<file path="config.mk">
export PLATFORM = sky130hd
export DESIGN_NAME = button_conditioner
export DESIGN_NICKNAME = d
export VERILOG_FILES = /design/src/rtl/button_conditioner.sv
export SDC_FILE = /design/constraint.sdc
export NUM_CORES = 1
export LEC_CHECK = 0
export ABC_AREA = 1
export BUFFER_PORTS_ARGS = -buffer_cell sky130_fd_sc_hd__buf_2
export CORE_MARGIN = 4
export CORE_UTILIZATION = 62
export CTS_CLUSTER_DIAMETER = 40
export DETAILED_ROUTE_END_ITERATION = 7
export PLACE_DENSITY = 0.88
export SETUP_SLACK_MARGIN = 0.1
export SLEW_MARGIN = 5
export SYNTH_ARGS = -nofsm -noshare
export SYNTH_HDL_FRONTEND = slang
export SYNTH_SLANG_ARGS = --single-unit
</file>
<file path="constraint.sdc">
create_clock -name clk -period 1.7 [get_ports clk]
set_clock_uncertainty 0.15 [all_clocks]
set_input_delay 0.17 -clock clk [delete_from_list [all_inputs] [get_ports clk]]
set_output_delay 0.17 -clock clk [all_outputs]
set_load 0.02 [all_outputs]
</file>
<file path="src/rtl/button_conditioner.sv">
// Per-button synchroniser, debounce FSM, registered level and press pulse.
// Optional auto-repeat on long hold: define BTN_CONDITIONER_AUTOREPEAT_EN.
module button_conditioner #(
  parameter int NUM_BTN              = 4,
  parameter int DEBOUNCE_CYCLES      = 1000000,
  parameter int CNT_WIDTH            = $clog2(DEBOUNCE_CYCLES + 1),
  parameter int REPEAT_DELAY_CYCLES  = 50000000,
  parameter int REPEAT_PERIOD_CYCLES = 10000000
) (
  input  logic               clk,
  input  logic               reset,
  input  logic [NUM_BTN-1:0] btn_raw,
  output logic [NUM_BTN-1:0] btn_level,
  output logic [NUM_BTN-1:0] btn_pulse
);

  if (DEBOUNCE_CYCLES < 2) begin : g_bad_debounce
    $error("DEBOUNCE_CYCLES must be at least 2");
  end
  if (REPEAT_DELAY_CYCLES < 1 || REPEAT_PERIOD_CYCLES < 1) begin : g_bad_repeat
    $error("REPEAT_* cycle counts must be at least 1");
  end

  typedef enum logic {STABLE, CHANGING} state_t;

  logic [NUM_BTN-1:0]   sync1, sync2;
  state_t               state_q [NUM_BTN];
  state_t               state_d [NUM_BTN];
  logic [CNT_WIDTH-1:0] cnt_q   [NUM_BTN];
  logic [CNT_WIDTH-1:0] cnt_d   [NUM_BTN];
  logic [NUM_BTN-1:0]   toggle, press, pulse_d;

  always_comb begin
    for (int i = 0; i < NUM_BTN; i++) begin
      state_d[i] = state_q[i];
      cnt_d[i]   = cnt_q[i];
      toggle[i]  = 1'b0;
      case (state_q[i])
        STABLE: begin
          if (sync2[i] != btn_level[i]) begin
            state_d[i] = CHANGING;
            cnt_d[i]   = CNT_WIDTH'(1);
          end else begin
            cnt_d[i] = '0;
          end
        end
        CHANGING: begin
          if (sync2[i] == btn_level[i]) begin
            state_d[i] = STABLE;
            cnt_d[i]   = '0;
          end else if (cnt_q[i] == CNT_WIDTH'(DEBOUNCE_CYCLES)) begin
            toggle[i]  = 1'b1;
            state_d[i] = STABLE;
            cnt_d[i]   = '0;
          end else begin
            cnt_d[i] = cnt_q[i] + CNT_WIDTH'(1);
          end
        end
        default: begin
          state_d[i] = STABLE;
          cnt_d[i]   = '0;
        end
      endcase
    end
  end

  assign press = toggle & ~btn_level;

`ifdef BTN_CONDITIONER_AUTOREPEAT_EN
  localparam int RPT_MAX   = (REPEAT_DELAY_CYCLES > REPEAT_PERIOD_CYCLES) ?
                             REPEAT_DELAY_CYCLES : REPEAT_PERIOD_CYCLES;
  localparam int RPT_WIDTH = $clog2(RPT_MAX + 1);

  logic [RPT_WIDTH-1:0] rpt_q [NUM_BTN];
  logic [RPT_WIDTH-1:0] rpt_d [NUM_BTN];
  logic [NUM_BTN-1:0]   rpt_fire;

  // Hold timer only runs while the level stays high; the release edge clears it silently.
  always_comb begin
    for (int i = 0; i < NUM_BTN; i++) begin
      rpt_d[i]    = rpt_q[i];
      rpt_fire[i] = 1'b0;
      if (press[i]) begin
        rpt_d[i] = RPT_WIDTH'(REPEAT_DELAY_CYCLES - 1);
      end else if (!btn_level[i] || toggle[i]) begin
        rpt_d[i] = '0;
      end else if (rpt_q[i] == '0) begin
        rpt_fire[i] = 1'b1;
        rpt_d[i]    = RPT_WIDTH'(REPEAT_PERIOD_CYCLES - 1);
      end else begin
        rpt_d[i] = rpt_q[i] - RPT_WIDTH'(1);
      end
    end
  end

  always_ff @(posedge clk) begin
    for (int i = 0; i < NUM_BTN; i++) begin
      if (reset) rpt_q[i] <= '0;
      else       rpt_q[i] <= rpt_d[i];
    end
  end

  assign pulse_d = press | rpt_fire;
`else
  assign pulse_d = press;
`endif

  always_ff @(posedge clk) begin
    if (reset) begin
      sync1     <= '0;
      sync2     <= '0;
      btn_level <= '0;
      btn_pulse <= '0;
      for (int i = 0; i < NUM_BTN; i++) begin
        state_q[i] <= STABLE;
        cnt_q[i]   <= '0;
      end
    end else begin
      sync1     <= btn_raw;
      sync2     <= sync1;
      btn_level <= btn_level ^ toggle;
      btn_pulse <= pulse_d;
      for (int i = 0; i < NUM_BTN; i++) begin
        state_q[i] <= state_d[i];
        cnt_q[i]   <= cnt_d[i];
      end
    end
  end

endmodule

</file>
==> out/qor.yml, run 1 <==
fin_nets: 785
critPathSlowestCell: "dfxtp_4"
grt_pass1_vias: 4383
syn_avg_cell_area_um2: 6.71
switching_power_uw: 906
grt-ovfl-total: 0
yosysSeqAreaShare_pct: 40.8
fmax_ghz: 0.619
dp_hpwl_um: 7390
met2_length_um: 5290
ios: 14
area_growth_pct: 14.8
p_leak_nw: 1.86
seq_power_share_pct: 59.4
slew_violations: 0
ys.flop_type: "dfxtp_1"
diodes: 0
root_buffer: "clkbuf_8"
hold_path.class: "reg -> reg"
grt_max_degree: 22
dr.pass1.iters: 6
crit_path_end_kind: "flop"
async_flop_share_pct: 0
p_total_mw: 3.97
path_buf_inv: 2
hold_viol_final: 0
cp.required_ps: 1860
cpPeakStageDelay_ps: 370
cap_violations: 0
dieArea_um2: 9410
min_period_ps: 1610
tns_ps: 0
p_comb_share_pct: 1.7
synth_nets: 750
status: "complete, no violations"
clock_latency_ps: 370
finalSetupViolCount: 0
synthCells: 732
gp_congestion: 0.964
io_buffers: 13
netlist_area_um2: 4910
setup.worst_path.start_class: "flop"
cp_cell_sequence: "inv_2 -> ha_4 -> nand3b_1 -> inv_1 -> nand4_1 -> nor3b_2 -> ha_2 -> nor2_1"
final_cell_mix: "187 x nand2_1, 170 x nor2_1, 80 x dfxtp_1, 65 x inv_1, 32 x a21oi_1"
dp.cells: 850
powerDensity_nw_per_um2: 704
num_vias: 4626
path_max_fanout: 4
peakVddDrop_mv: 0.479
cts_tree: "done"
clockBufferDepth: 2
fp.dieH_um: 97.0
top_layer: "met4"
initial_core_util_pct: 63.6
core_um2: 7730
ctsHtreeMaxLevel: 3
drt_wl_total_um: 10800
critPathKind: "reg -> reg"
timing.hold.ws_ps: 256
ys_seq_elements: 100
final_common_cell: "nand2_1"
grt_use_total_pct: 22.3
critPathArrivalTime_ps: 1770
multi_input_area_um2: 2730
p_sw_share_pct: 22.8
wl_met3_um: 538
post-route-drc-count: 0
slew_headroom_pct: 81.0
cts_sinks: 100
cts_made_buffers: 9
cts.clk_slew.worst_paths_ps: 100
p_clk_share_pct: 38.9
vias_per_cell: 5.29
wl_met1_um: 4700
drive_above_1_share_pct: 15.4
wl_per_cell_um: 12.4
min_period_over_period_pct: 95.0
p_int_mw: 3.07
grt_setup_unrepaired: "yes"
cp_top_family: "simple AND/OR/NAND/NOR gates"
ant_nets: 0
register_area_um2: 2040
placementRows: 32
synth-edff-count: 0
fillerInstances: 597
die_w_um: 97.0
synth_cell_types: 23
worstMarginPinSlew_ps: 284
yosys_warnings: 0
antenna_found_initial: 0
instances_no_fill: 874
grt_first_pass_wirelength_um: 18200
drtIter0Drc: 215
through the flow:
stage                     util (%)  setup slack (ps)  cell area (µm²)
after floorplan                  -               219             4910
after global placement        66.9              91.4             5170
after detailed placement      66.9             -16.7             5170
after CTS                     70.5               107             5450
after global routing          73.0             -42.7             5640
final                         73.0              85.2             5640
Yosys cell counts, types with 2 or more instances:
master    instances  share of area [%]
inv_1            76                5.8
xor2_1           21                3.7
buf_2             8               0.82
dfxtp_1         100                 41
xnor2_1          16                2.9
nand3_2           4               0.82
or2_0             7               0.89
clkbuf_1          2               0.15
nand3b_1          6               0.92
ha_1             12                3.1
or2_2             6               0.76
nand3_1          28                2.9
o21bai_1          3               0.46
nor2_1          185                 14
o21ai_0          12                1.2
a21boi_0          3               0.46
nor3_1            7               0.71
nand4_1           9                1.1
a21oi_1          32                3.3
nand2_1         192                 15
power by group through the flow:
stage          registers, mW  logic [mW]  clock network (mW)
3_3_place_gp            2.42      0.0479                   0
3_5_place_dp            2.42      0.0506                   0
6_report                2.36      0.0672                1.54
4_1_cts                 2.37      0.0600                1.56
5_1_grt                 2.36      0.0766                1.66
2_1_floorplan           2.42      0.0331                   0
what timing repair did:
item                                    CTS  global route
buffers inserted                          0             3
endpoints found under the setup margin   28            58
gates resized for setup                  10            69
hold buffers                              5             0
hold endpoints to repair                 10             0
pin swaps                                 0            18
final timing paths:
kind / from / end / slack, ps / cells past startpoint
max: cnt_q[0][1] / btn_level[0] / 90 / 8
min: sync1[1] / sync2[1] / 260 / 2
max reg2reg: cnt_q[0][1] / btn_level[0] / 90 / 8
min reg2reg: sync1[1] / sync2[1] / 260 / 2
flip-flops by register name, summed over array words and instances, names as in the netlist:
signal,cells
cnt_q,80
btn_level,4
btn_pulse,4
state_q,4
sync1,4
sync2,4
cell families after synthesis:
logic type / after synthesis / synth area share, %
buf+inv: 86 / 6.78
xor+xnor: 37 / 6.60
flops: 100 / 40.8
compound gates: 50 / 5.40
fa+ha+maj: 12 / 3.06
simple gates: 447 / 37.4
tightest hold or removal path: stages, from the launching register on:
cell	delay, ps
dfxtp_1	310
inv_1	40
nor2_1	30
layout make-up:
class	instances	area share, %
clock buffers	9	2.20
clock inverters	7	1.33
inverters	76	5.19
multi-input cells	546	48.5
flip-flops and latches	100	36.2
well taps	102	2.26
repair buffers	34	4.39
metal layers:
| layer | vias up | track usage, % |
|---|---|---|
| li1 | 2328 | - |
| met1 | 2093 | 27.8 |
| met2 | 162 | 38.1 |
| met3 | 43 | 3.24 |
| met4 | 0 | 10.0 |
| met5 | - | 0 |
(Power assumes the default switching activity.)
==> inputs of run 2 (changes only) <==
Settings changed: PLACE_DENSITY 0.88 to not set, PLACE_DENSITY_LB_ADDON set to 0.2.
==> run 2 against run 1 <==
Against the previous run: the flow now finishes with violations (setup timing); utilization increased by 4.4 points; sequential cell count unchanged; critical path depth increased by 1; first-iteration DRC count increased by 4.7%; sequential power about the same; fmax decreased by 6.9%; global-route usage decreased by 0.52 points; setup slack got worse by 120 ps; total power increased by 1.8%; via count increased by 2.0%; largest power group unchanged.
==> out/qor.yml, run 2 (same netlist as run 1, synthesis figures left out) <==
worstMarginPinSlew_ps: 309  # +24.4 ps
min_period_over_period_pct: 102  # +7.0 points
wl_per_cell_um: 12.8  # +3.5%
root_buffer: "clkbuf_8"
core_um2: 7730  # unchanged
status: "finished with violations"
fin_nets: 802  # +2.2%
path_buf_inv: 4  # +2
diodes: 0  # unchanged
final_common_cell: "nand2_1"
powerDensity_nw_per_um2: 676  # -4.0%
cap_violations: 0  # unchanged
drive_above_1_share_pct: 21.5  # +6.1 points
slew_violations: 0  # unchanged
hold_viol_final: 0  # unchanged
cpPeakStageDelay_ps: 390  # +20 ps
num_vias: 4718  # +2.0%
timing.hold.ws_ps: 269  # +12.9 ps
crit_path_end_kind: "flop"
die_w_um: 97.0  # unchanged
instances_no_fill: 891  # +1.9%
io_buffers: 13  # unchanged
cts_tree: "done"
grt-ovfl-total: 0  # unchanged
p_leak_nw: 1.98  # +6.2%
gp_congestion: 0.890  # -7.7%
p_total_mw: 4.04  # +1.8%
hold_path.class: "reg -> reg"
drtIter0Drc: 225  # +4.7%
clock_latency_ps: 380  # about the same
drt_wl_total_um: 11400  # +5.5%
slew_headroom_pct: 79.4  # -1.6 points
area_growth_pct: 21.8
grt_use_total_pct: 21.8  # -0.52 points
cp_cell_sequence: "buf_4 -> buf_4 -> ha_4 -> nand3_4 -> nor2_4 -> buf_4 -> buf_4 -> nand4_1 -> a21oi_2"
vias_per_cell: 5.30  # about the same
grt_pass1_vias: 4190  # -4.4%
ios: 14  # unchanged
post-route-drc-count: 0  # unchanged
finalWorstSetupSlack_ps: -34.3  # -119 ps
fillerInstances: 523  # -12%
antenna_found_initial: 0  # unchanged
dp.cells: 850  # unchanged
cts_sinks: 100  # unchanged
ctsHtreeMaxLevel: 3  # unchanged
peakVddDrop_mv: 0.571  # +19%
fmax_ghz: 0.577  # -6.9%
cp_common_cell: "buf_4"
setup.worst_path.start_class: "flop"
critPathSlowestCell: "dfxtp_4"
path_max_fanout: 4  # unchanged
grt_max_degree: 19  # -14%
min_period_ps: 1730  # +119 ps
dr.pass1.iters: 5  # -1
critPathArrivalTime_ps: 1910  # +140 ps
cp.required_ps: 1870  # about the same
top_register: "cnt_q"
violations: "setup timing"
dp_hpwl_um: 7210  # -2.4%
cp_top_family: "buffers and inverters"
largest_reg_flops: 80  # unchanged
finalSetupViolCount: 4  # +4
fp.dieH_um: 97.0  # unchanged
clockBufferDepth: 2  # unchanged
cts.clk_slew.worst_paths_ps: 110  # about the same
final_cell_mix: "185 x nand2_1, 159 x nor2_1, 77 x dfxtp_1, 65 x inv_1, 25 x nand3_1"
cts_made_buffers: 9  # unchanged
grt_setup_unrepaired: "yes"
placementRows: 32  # unchanged
critPathKind: "reg -> reg"
dieArea_um2: 9410  # unchanged
ant_nets: 0  # unchanged
initial_core_util_pct: 63.6  # unchanged
grt_first_pass_wirelength_um: 17500  # -3.7%
==> run 2: cell types whose count changed in the layout (fill, tap and decap cells not counted), moves of 6 or more <==
cell and change:
buf_4 +8, nor2_4 +7, dfxtp_2 +6, nor2_1 -11, a21oi_2 +16, a21oi_1 -16
==> run 2: worst register-to-register path: cells and delay by family (launching register included) <==
family,cells,cell delay (ps)
DFF,1,390
buffers and inverters,4,460
AOI/OAI and AO/OA,1,150
and+or+nand+nor,3,380
adders and majority gates,1,150
==> run 2: per-layer routing <==
metal	wire length (µm)	vias up	track usage, %
met5	0	-	0
met4	237	0	7.02
met3	678	26	4.40
met2	5770	170	39.0
met1	4760	2159	25.9
li1	-	2363	-
==> run 2: layout make-up <==
| cell class | count | area [µm²] | share of cell area [%] |
|---|---|---|---|
| clock buffers | 9 | 124 | 2.07 |
| multi-input cells | 546 | 2910 | 48.6 |
| clock inverters | 7 | 80.1 | 1.34 |
| flip-flops and latches | 100 | 2040 | 34.0 |
| well taps | 102 | 128 | 2.13 |
| repair buffers | 51 | 419 | 7.01 |
| inverters | 76 | 288 | 4.81 |
==> run 2: what timing repair did <==
item	CTS	global route
pin swaps	4	34
endpoints found under the hold margin	8	0
setup endpoints to repair	42	78
buffers inserted	4	12
gates cloned	0	2
gates resized for setup	16	121
hold buffers	7	0
==> run 2: through the flow <==
step	TNS [ps]	worst slack (ps)	utilization (%)	instance area (µm²)
floorplan	0	219	-	4910
global placement	0	111	66.7	5150
detailed placement	0	17.5	66.7	5150
CTS	0	73.5	71.2	5500
global route	-1180	-133	77.4	5980
finish	-84.5	-34.3	77.4	5980
==> run 2: final timing paths <==
path,startpoint,to,slack (ps),cells after the start
setup / recovery,cnt_q[1][0],cnt_q[1][14],-30,9
hold / removal,sync1[0],sync2[0],270,2
setup reg to reg,cnt_q[1][0],cnt_q[1][14],-30,9
hold reg to reg,sync1[0],sync2[0],270,2
==> run 2: report_power, final <==
part | switching [mW] | internal [mW] | leakage [nW] | total (mW)
Clock | 0.898 | 0.704 | 0.103 | 1.60
Combinational | 0.0386 | 0.0394 | 1.06 | 0.0779
Sequential | 0.0108 | 2.35 | 0.820 | 2.36
==> inputs of run 3 (changes only) <==
Settings changed: SETUP_SLACK_MARGIN 0.1 to 0.02.
==> run 3 against run 2 <==
Against the previous run: the flow now finishes without violations; global-route usage decreased by 0.29 points; cell count decreased by 1.6%; clock power about the same; hold slack got worse by 4.7 ps; sequential share of layout area increased by 2.3 points; utilization decreased by 5.5 points; first-iteration DRC count decreased by 40%; critical path depth decreased by 4; register-to-register slack improved by 96 ps; via count decreased by 6.0%; critical endpoint is now btn_level[0]; largest cell class unchanged; largest power group unchanged.
==> out/qor.yml, run 3 (same netlist as run 1, synthesis figures left out) <==
dieArea_um2: 9410  # unchanged
post_dp_cell_area_um2: 5150  # unchanged
p_leak_nw: 1.87  # -5.4%
placementRows: 32  # unchanged
drt_wl_total_um: 9990  # -13%
gp_congestion: 0.890  # unchanged
clockBufferDepth: 2  # unchanged
pre_cts_ws_ps: 17.5  # unchanged
critPathKind: "reg -> reg"
hold_viol_final: 0  # unchanged
min_period_over_period_pct: 96.4  # -5.6 points
grt-ovfl-total: 0  # unchanged
diodes: 0  # unchanged
wl_per_cell_um: 11.4  # -11%
cp.required_ps: 1870  # about the same
worstMarginPinSlew_ps: 311  # +2.20 ps
cts_sinks: 100  # unchanged
grt_max_degree: 19  # unchanged
cts_made_buffers: 9  # unchanged
grt_setup_unrepaired: "yes"
cts_tree: "done"
clock_latency_ps: 380  # about the same
r2r_setup_slack_ps: 60  # +100 ps
dr.pass1.iters: 5  # unchanged
grt_pass1_vias: 4143  # -1.1%
top_register: "cnt_q"
io_buffers: 13  # unchanged
finalWorstSetupSlack_ps: 61.3  # +95.6 ps
largest_reg_flops: 80  # unchanged
initial_core_util_pct: 63.6  # unchanged
final_common_cell: "nand2_1"
drive_above_1_share_pct: 11.5  # -10 points
cap_violations: 0  # unchanged
powerDensity_nw_per_um2: 726  # +7.4%
final_cell_mix: "190 x nand2_1, 178 x nor2_1, 91 x dfxtp_1, 71 x inv_1, 32 x a21oi_1"
slew_headroom_pct: 79.1  # -0.28 points
crit_path_end_kind: "flop"
post-route-drc-count: 0  # unchanged
path_max_fanout: 6  # +2
hold_path.class: "reg -> reg"
p_int_mw: 3.09  # about the same
p_clk_share_pct: 39.6  # about the same
ant_nets: 0  # unchanged
fmax_ghz: 0.610  # +5.8%
min_period_ps: 1640  # -95.6 ps
area_growth_pct: 13.1
dp_hpwl_um: 7210  # unchanged
critPathArrivalTime_ps: 1810  # -100 ps
p_total_mw: 4.03  # -0.30%
status: "complete, no violations"
vias_per_cell: 5.06  # -4.5%
antenna_found_initial: 0  # unchanged
ctsHtreeMaxLevel: 3  # unchanged
tns_ps: 0  # +84.5 ps
root_buffer: "clkbuf_8"
core_um2: 7730  # unchanged
die_w_um: 97.0  # unchanged
stdcell_area_um2: 5560  # -7.1%
peakVddDrop_mv: 0.564  # -1.1%
num_vias: 4434  # -6.0%
setup.worst_path.start_class: "flop"
finalSetupViolCount: 0  # -4
seq_power_share_pct: 58.6  # +0.2 points
p_comb_share_pct: 1.7  # -0.2 points
fp.dieH_um: 97.0  # unchanged
grt_use_total_pct: 21.5  # -0.29 points
cts.clk_slew.worst_paths_ps: 110  # about the same
slew_violations: 0  # unchanged
drtIter0Drc: 136  # -40%
ios: 14  # unchanged
grt_first_pass_wirelength_um: 17300  # -1.4%
final_core_util_pct: 71.9  # -5.5 points
switching_power_uw: 938  # -1.0%
p_sw_share_pct: 23.3  # -0.16 points
fin_nets: 788  # -1.7%
## run 3: stage by stage
stage / std cells / hold WS [ps]
after CTS: 873 / 265
after floorplan: 732 / 127
after detailed placement: 850 / 228
after global routing: 877 / 284
final: 877 / 264
after global placement: 850 / 225
## run 3: power groups by stage
stage          combinational, mW  sequential (mW)  clock (mW)
6_report                  0.0695             2.36        1.60
3_3_place_gp              0.0482             2.42           0
4_1_cts                   0.0631             2.37        1.63
5_1_grt                   0.0785             2.37        1.72
3_5_place_dp              0.0499             2.42           0
2_1_floorplan             0.0331             2.42           0
## run 3: critical path, cell delays in order, from the launching register on
cell,delay (ps)
dfxtp_1,390
nor3_1,330
nand4_1,150
nor3b_2,230
ha_1,260
nor2_2,80
## run 3: cell type report
class                   instances  area [µm²]
fillers                       611        2170
well taps                     102         128
clock inverters                 7        80.1
repair buffers                 37         263
inverters                      76         288
flip-flops and latches        100        2020
clock buffers                   9         124
multi-input cells             546        2660
## run 3: timing repair
action                                  in CTS  in global routing
pin swaps                                    0                 12
cloned                                       0                  0
hold buffers                                 7                  0
setup buffers                                0                  4
endpoints found under the setup margin       3                 53
endpoints found under the hold margin        8                  0
resized for setup                            2                 36
## run 3: routing by layer
metal,vias to the layer above,share of wire [%],track usage (%)
li1,2336,-,-
met1,1972,45,25.8
met2,113,49,37.8
met3,13,4.5,4.47
met4,0,1.3,7.67
met5,-,0,0
## run 3: worst paths after layout
kind         cells past startpoint      endpoint         from
max reg2reg                      5  btn_level[0]  cnt_q[0][2]
max                              5  btn_level[0]  cnt_q[0][2]
min reg2reg                      2      sync2[2]     sync1[2]
min                              2      sync2[2]     sync1[2]
